**config.mk**
```make
export PLATFORM = sky130hd
export DESIGN_NAME = ps2_scan_rx_flat
export DESIGN_NICKNAME = d
export VERILOG_FILES = /design/src/rtl/ps2_pkg.sv /design/src/rtl/ps2_scan_rx_if.sv /design/src/rtl/ps2_clk_filter.sv /design/src/rtl/ps2_scan_rx.sv /design/src/flat_wrapper.sv
export SDC_FILE = /design/constraint.sdc
export NUM_CORES = 1
export LEC_CHECK = 0
export ABC_AREA = 0
export CORE_MARGIN = 2
export CORE_UTILIZATION = 52
export DETAILED_ROUTE_END_ITERATION = 10
export PLACE_DENSITY_LB_ADDON = 0.25
export SYNTH_ARGS = -nofsm -noshare
export SYNTH_HDL_FRONTEND = slang
export SYNTH_SLANG_ARGS = --single-unit
```
**constraint.sdc**
```tcl
create_clock -name clk -period 1.7 [get_ports clk]
set_clock_uncertainty 0.15 [all_clocks]
set_input_delay 0.255 -clock clk [delete_from_list [all_inputs] [get_ports clk]]
set_output_delay 0.255 -clock clk [all_outputs]
set_load 0.05 [all_outputs]
```
**src/rtl/ps2_pkg.sv**
```systemverilog
// Shared types and constants for the PS/2 scan-code receiver.
package ps2_pkg;

   // Scan-code prefix bytes
   localparam logic [7:0] PS2_EXT = 8'hE0;
   localparam logic [7:0] PS2_BRK = 8'hF0;

   // Frame receiver states
   typedef enum logic [1:0] {
      ST_IDLE,
      ST_DATA,
      ST_PARITY,
      ST_STOP
   } frame_state_t;

   // One decoded key event as presented to the scan-to-ASCII stage
   typedef struct packed {
      logic [7:0] code;
      logic       ext;
      logic       brk;
   } key_evt_t;

endpackage

```
**src/rtl/ps2_scan_rx_if.sv**
```systemverilog
// PS/2 line pair plus decoded key-event outputs.
// master = keyboard/host side, slave = receiver.
interface ps2_scan_rx_if;

   logic       ps2c;
   logic       ps2d;
   logic [7:0] key_code;
   logic       key_ext;
   logic       key_brk;
   logic       key_valid;
   logic       frame_err;
   logic       rx_busy;

   modport master (
      output ps2c, ps2d,
      input  key_code, key_ext, key_brk, key_valid, frame_err, rx_busy
   );

   modport slave (
      input  ps2c, ps2d,
      output key_code, key_ext, key_brk, key_valid, frame_err, rx_busy
   );

endinterface

```
**src/rtl/ps2_clk_filter.sv**
```systemverilog
// Two-flop synchronisers for ps2c/ps2d and a glitch filter on ps2c.
// fall is high for the single cycle in which the filtered clock drops;
// data is the synchronised ps2d, valid to sample in that same cycle.
module ps2_clk_filter #(
   parameter int FILTER_LEN = 8
) (
   input  logic clk,
   input  logic rst_n,
   input  logic ps2c,
   input  logic ps2d,
   output logic fall,
   output logic data
);

   localparam int CW = (FILTER_LEN > 1) ? $clog2(FILTER_LEN) : 1;

   logic [1:0]    c_sync;
   logic [1:0]    d_sync;
   logic          filt;
   logic          filt_d1;
   logic [CW-1:0] cnt;

   // Synchronise both raw lines; reset to the idle-high bus level
   always_ff @(posedge clk) begin
      if (!rst_n) begin
         c_sync <= 2'b11;
         d_sync <= 2'b11;
      end else begin
         c_sync <= {c_sync[0], ps2c};
         d_sync <= {d_sync[0], ps2d};
      end
   end

   // Flip the filtered level only after FILTER_LEN consecutive differing samples
   always_ff @(posedge clk) begin
      if (!rst_n) begin
         filt    <= 1'b1;
         filt_d1 <= 1'b1;
         cnt     <= '0;
      end else begin
         filt_d1 <= filt;
         if (c_sync[1] == filt) begin
            cnt <= '0;
         end else if (cnt == CW'(FILTER_LEN - 1)) begin
            filt <= c_sync[1];
            cnt  <= '0;
         end else begin
            cnt <= cnt + CW'(1);
         end
      end
   end

   assign fall = filt_d1 & ~filt;
   assign data = d_sync[1];

endmodule

```
**src/rtl/ps2_scan_rx.sv**
```systemverilog
// PS/2 keyboard frame receiver with E0/F0 prefix folding.
// Emits one key event per make/break code, or a frame_err strobe on a
// parity, stop-bit or inter-edge timeout failure.
module ps2_scan_rx
   import ps2_pkg::*;
#(
   parameter int FILTER_LEN  = 8,
   parameter int TIMEOUT_CYC = 50000
) (
   input  logic          clk,
   input  logic          rst_n,
   ps2_scan_rx_if.slave  bus
);

   localparam int WDW = $clog2(TIMEOUT_CYC + 1);
   // frame_err is registered, so the abort is decided one cycle early to
   // land the strobe exactly TIMEOUT_CYC cycles after the last fall event
   localparam logic [WDW-1:0] WD_LAST = WDW'(TIMEOUT_CYC - 2);

   logic          fall;
   logic          sdata;
   frame_state_t  state, state_nxt;
   logic [7:0]    shreg;
   logic [2:0]    bit_cnt;
   logic          par;
   logic [WDW-1:0] wdog;
   logic          rx_ok;
   logic          rx_err;
   logic          ext_pend;
   logic          brk_pend;
   key_evt_t      evt;
   logic          key_valid_q;
   logic          frame_err_q;

   ps2_clk_filter #(.FILTER_LEN(FILTER_LEN)) u_filt (
      .clk   (clk),
      .rst_n (rst_n),
      .ps2c  (bus.ps2c),
      .ps2d  (bus.ps2d),
      .fall  (fall),
      .data  (sdata)
   );

   // Frame state register
   always_ff @(posedge clk) begin
      if (!rst_n) state <= ST_IDLE;
      else        state <= state_nxt;
   end

   // Frame sequencing; rx_ok/rx_err are mutually exclusive completion flags
   always_comb begin
      state_nxt = state;
      rx_ok     = 1'b0;
      rx_err    = 1'b0;
      case (state)
         ST_IDLE:   if (fall && !sdata) state_nxt = ST_DATA;
         ST_DATA:   if (fall && bit_cnt == 3'd7) state_nxt = ST_PARITY;
         ST_PARITY: if (fall) state_nxt = ST_STOP;
         ST_STOP: begin
            if (fall) begin
               state_nxt = ST_IDLE;
               if (sdata && (^{shreg, par})) rx_ok  = 1'b1;
               else                          rx_err = 1'b1;
            end
         end
         default:   state_nxt = ST_IDLE;
      endcase
      // Timeout only fires in a cycle without a fall, so it never overlaps rx_ok
      if (state != ST_IDLE && !fall && wdog == WD_LAST) begin
         state_nxt = ST_IDLE;
         rx_err    = 1'b1;
      end
   end

   // Data shift register (LSB first), bit counter and parity capture
   always_ff @(posedge clk) begin
      if (!rst_n) begin
         shreg   <= '0;
         bit_cnt <= '0;
         par     <= 1'b0;
      end else if (fall) begin
         case (state)
            ST_IDLE:   bit_cnt <= '0;
            ST_DATA: begin
               shreg   <= {sdata, shreg[7:1]};
               bit_cnt <= bit_cnt + 3'd1;
            end
            ST_PARITY: par <= sdata;
            default: ;
         endcase
      end
   end

   // Watchdog: cycles since the last fall event while a frame is open
   always_ff @(posedge clk) begin
      if (!rst_n)                          wdog <= '0;
      else if (state == ST_IDLE || fall)   wdog <= '0;
      else                                 wdog <= wdog + WDW'(1);
   end

   // Prefix folding and key-event output registers
   always_ff @(posedge clk) begin
      if (!rst_n) begin
         ext_pend    <= 1'b0;
         brk_pend    <= 1'b0;
         evt         <= '0;
         key_valid_q <= 1'b0;
         frame_err_q <= 1'b0;
      end else begin
         key_valid_q <= 1'b0;
         frame_err_q <= rx_err;
         if (rx_err) begin
            ext_pend <= 1'b0;
            brk_pend <= 1'b0;
         end else if (rx_ok) begin
            if (shreg == PS2_EXT) begin
               ext_pend <= 1'b1;
            end else if (shreg == PS2_BRK) begin
               brk_pend <= 1'b1;
            end else begin
               evt         <= '{code: shreg, ext: ext_pend, brk: brk_pend};
               key_valid_q <= 1'b1;
               ext_pend    <= 1'b0;
               brk_pend    <= 1'b0;
            end
         end
      end
   end

   assign bus.key_code  = evt.code;
   assign bus.key_ext   = evt.ext;
   assign bus.key_brk   = evt.brk;
   assign bus.key_valid = key_valid_q;
   assign bus.frame_err = frame_err_q;
   assign bus.rx_busy   = (state != ST_IDLE);

endmodule

```
**src/flat_wrapper.sv**
```systemverilog
// flat-port wrapper written by rule: the top's interface ports become plain ports
module ps2_scan_rx_flat import ps2_pkg::*;
#(
   parameter int FILTER_LEN  = 8,
   parameter int TIMEOUT_CYC = 50000
)
  (clk, rst_n, bus_ps2c, bus_ps2d, bus_key_code, bus_key_ext, bus_key_brk, bus_key_valid, bus_frame_err, bus_rx_busy);
  ps2_scan_rx_if bus_i ();
  input  logic clk;
  input  logic rst_n;
  input wire logic [$bits(bus_i.ps2c)-1:0] bus_ps2c;
  input wire logic [$bits(bus_i.ps2d)-1:0] bus_ps2d;
  output wire logic [$bits(bus_i.key_code)-1:0] bus_key_code;
  output wire logic [$bits(bus_i.key_ext)-1:0] bus_key_ext;
  output wire logic [$bits(bus_i.key_brk)-1:0] bus_key_brk;
  output wire logic [$bits(bus_i.key_valid)-1:0] bus_key_valid;
  output wire logic [$bits(bus_i.frame_err)-1:0] bus_frame_err;
  output wire logic [$bits(bus_i.rx_busy)-1:0] bus_rx_busy;
  assign bus_i.ps2c = bus_ps2c;
  assign bus_i.ps2d = bus_ps2d;
  assign bus_key_code = bus_i.key_code;
  assign bus_key_ext = bus_i.key_ext;
  assign bus_key_brk = bus_i.key_brk;
  assign bus_key_valid = bus_i.key_valid;
  assign bus_frame_err = bus_i.frame_err;
  assign bus_rx_busy = bus_i.rx_busy;
  ps2_scan_rx #(.FILTER_LEN(FILTER_LEN), .TIMEOUT_CYC(TIMEOUT_CYC)) u_core (.clk(clk), .rst_n(rst_n), .bus(bus_i));
endmodule
```
==> results of run 1 <==
==> cell type report <==
cell class	count	area share [%]
sequential	53	33.23
tap	54	2.072
inverter	6	0.9593
clock buffer	6	2.226
timing repair buffer	59	14.70
clock inverter	2	1.190
multi-input combinational	194	45.63
==> cells in the final DEF, fill, tap and decap left out, drive strengths merged, types with 3 or more instances in the layout <==
cell type,Yosys,layout
inv,6,5
nand4,5,5
dfxtp,53,53
a21boi,9,9
xor2,5,5
and4,3,3
ha,11,11
o21ai,6,6
clkdlybuf4s50,0,3
or3,6,6
xnor2,9,9
buf,1,56
nor2b,6,6
nand3,17,17
nand2,37,37
mux2i,14,14
a21oi,7,7
and2,5,5
clkbuf,10,6
nand2b,6,6
nor2,14,14
==> how the worst max path moves through the flow <==
stage                     from                      to  slack, ps  cells after the start
2_1_floorplan  u_core.shreg[3]      u_core.bus.key_brk        -40                      5
3_3_place_gp   u_core.wdog[13]         u_core.state[0]        -40                      4
3_5_place_dp   u_core.state[0]         u_core.state[1]        -90                      7
4_1_cts        u_core.shreg[3]  u_core.bus.key_code[1]        -80                      5
5_1_grt        u_core.state[0]         u_core.state[1]       -190                      7
6_report       u_core.wdog[13]         u_core.brk_pend        -80                      4
==> kinds of logic after synthesis <==
logic type                 share of synthesized area, %
and+or+nand+nor                                   25.01
DFF                                               42.94
AOI/OAI and AO/OA                                 9.519
xor gates and xnor gates                          7.797
buffers and inverters                             2.886
muxes                                             6.278
adders and majority gates                         5.570
==> worst max-delay path, stage by stage (launching register included) <==
cell	delay (ps)
dfxtp_2	340
or4b_4	540
or3_4	370
o211ai_1	230
a21oi_2	50
==> stage by stage <==
step | worst slack (ps) | util, % | hold WS [ps]
final | -78.05 | 69.96 | 283.2
after CTS | -82.90 | 68.13 | 275.5
after global placement | -39.20 | 64.11 | 239.3
after detailed placement | -85.99 | 64.11 | 248.0
after floorplan | -42.80 | - | 206.5
after global routing | -192.4 | 69.96 | 296.1
==> state kept, by name, indices dropped and copies added (netlist names), 2 cells and up <==
name	flops
u_core.bit_cnt	3
u_core.wdog	16
u_core.u_filt.c_sync	2
u_core.shreg	8
u_core.state	2
u_core.bus.key_code	8
u_core.u_filt.d_sync	2
u_core.u_filt.cnt	3
==> power by group <==
part / switching, uW / internal [uW]
Clock: 406 / 442
Combinational: 21.8 / 21.8
Sequential: 2.37 / 1240
Total: 430 / 1700
==> routing by layer <==
layer  part of all wire [%]  vias up  GRT usage, %
met1                     43      975         25.30
met4                    2.3        0         9.465
met3                    3.8        9         4.420
met5                      0        -             0
li1                       -     1036             -
met2                     50       42         35.96
==> what timing repair did <==
action	in CTS	in global routing
pin swaps	2	7
hold buffers	0	0
resized for setup	20	19
buffers inserted	1	3
setup endpoints to repair	18	22
==> flow_summary_export.csv, run 1 <==
group,metric,value,unit
die,core,0.004661,sq mm
global_route,track_usage,21.03,%
worst_hold_path,min_delay_path_depth,1,
critical_path,crit_required,1750,ps
synthesis,yosysTopAreaCell,"dfxtp_1",
timing,worst_pin_slew,492.6,ps
global_route,grt_max_degree,19,
die,die_w,72.94,um
worst_hold_path,min_to,"u_core.u_filt.cnt[0]",
routing,drt_wl_total,5.314,mm
layout,num-nets-final,334,
critical_path,worst-setup-path-type,"reg2reg",
routing,drt_first_pass_iters,4,
layout,drive_gt1_share,34.06,%
synthesis,yosys.area.top_type_share,42.94,%
placement,gp_congestion,0.8664,
layout,antennaDiodeCount,0,
routing,drtAntennaViolNets,0,
routing,avgRoutedWirePerCell,14.21,um
synthesis,synth_top_flop_cell,"dfxtp_1",
critical_path,worstRegToRegCells,4,
status,status,"complete, but fails checks",
clock_network,htree_levels,2,
critical_path,startpoint_type,"flip-flop",
worst_hold_path,hold_class,"reg2reg",
synthesis,synth_cell_types,46,
critical_path,ff2ff_setup_slack,-80,ps
critical_path,rr_startpoint,"u_core.wdog[13]",
timing,grt_setup_unrepaired,"true",
clock_network,numCtsBuffers,5,
timing,report.final.slew_viol_count,0,
timing,finalHoldViolCount,0,
placement,dp_hpwl,3.667,mm
critical_path,worstSetupEndpointType,"flip-flop",
worst_hold_path,worstHoldStart,"u_core.u_filt.cnt[0]",
power_and_ir_drop,power,2135,uW
synthesis,ys_ff_latch,53,
routing,viasPerCell,5.513,
clock_network,cts-root-buf,"clkbuf_8",
placement,placed_cells,363,
critical_path,rr_endpoint,"u_core.brk_pend",
status,failed_checks,"setup timing",
routing,drt_iter0_markers,105,
timing,setup_ws,-78.05,ps
layout,syn2layout_area_growth,31.95,%
die,chipHeight,72.94,um
routing,vias,2062,
routing,drc,0,
synthesis,synthCells,264,
synthesis,yosysWarnings,0,
layout,seq_area,0.001084,sq mm
clock_network,cts.clk_slew.worst_paths,100,ps
critical_path,crit_fanout,3,
global_route,grt_antenna_before_repair,0,
synthesis,syn_area,0.002471,sq mm
layout,num-fill-cells,333,
critical_path,arrival,1830,ps
synthesis,yosysMostFrequentCell,"dfxtp_1",
synthesis,syn_area_per_cell,9.360,sq um
synthesis,synth_seq_area_share,42.94,%
timing,fmax,562.4,MHz
clock_network,cts_tree,"yes",
die,dieArea,0.005320,sq mm
placement,io_buffers,16,
die,rows,25,
synthesis,yosys-top-cells-count,"dfxtp_1 (53), nand2_1 (37), nand3_1 (17), nor2_1 (14), mux2i_1 (13)",
layout,multi_input_area,0.001488,sq mm
timing,slew_headroom,66.70,%
timing,setup-violations-final,17,
global_route,grt_pass1_wl,8.659,mm
clock_network,clock_sinks,53,
synthesis,synthArstFlopShare,0,%
global_route,grt_pass1_vias,1964,
timing,fin_crit_sh,104.6,%
placement,dpl_cell_area,0.002988,sq mm
clock_network,clk_latency,300,ps
synthesis,synthTopCellsByArea,"dfxtp_1 (43%), nand2_1 (5.6%), ha_1 (5.6%), mux2i_1 (5.3%), nand3_1 (3.4%)",
timing,timing.setup.tns,-744.8,ps
synthesis,synth_edf_count,0,
power_and_ir_drop,p_leak,0.001198,uW
clock_network,clockBufferDepth,2,
timing,post-route-min-period,1778,ps
synthesis,synth_nets,279,
global_route,grt_overflow_total,0,
power_and_ir_drop,powerDensity,654.7,mW/mm^2
die,ios,17,
die,start_util,53.02,%
layout,finalNonFillerCells,374,
power_and_ir_drop,ir_drop,0.3875,mV
flow_run,maxCapViolations,0,
layout,stdcell_area,0.003261,sq mm
No activity file was read; power rests on OpenSTA's default activity.
==> run 2, diff against run 1 <==
--- a/config.mk
+++ b/config.mk
@@ -10,6 +10,7 @@
 export CORE_UTILIZATION = 52
 export DETAILED_ROUTE_END_ITERATION = 10
 export PLACE_DENSITY_LB_ADDON = 0.25
+export SLEW_MARGIN = 10
 export SYNTH_ARGS = -nofsm -noshare
 export SYNTH_HDL_FRONTEND = slang
 export SYNTH_SLANG_ARGS = --single-unit
==> results of run 2 <==
No change in the layout: final DEF, timing and power equal those of run 1.
==> run 3, diff against run 2 <==
--- a/config.mk
+++ b/config.mk
@@ -10,7 +10,6 @@
 export CORE_UTILIZATION = 52
 export DETAILED_ROUTE_END_ITERATION = 10
 export PLACE_DENSITY_LB_ADDON = 0.25
-export SLEW_MARGIN = 10
 export SYNTH_ARGS = -nofsm -noshare
 export SYNTH_HDL_FRONTEND = slang
 export SYNTH_SLANG_ARGS = --single-unit
==> results of run 3 <==
No change in the layout: final DEF, timing and power equal those of run 1.
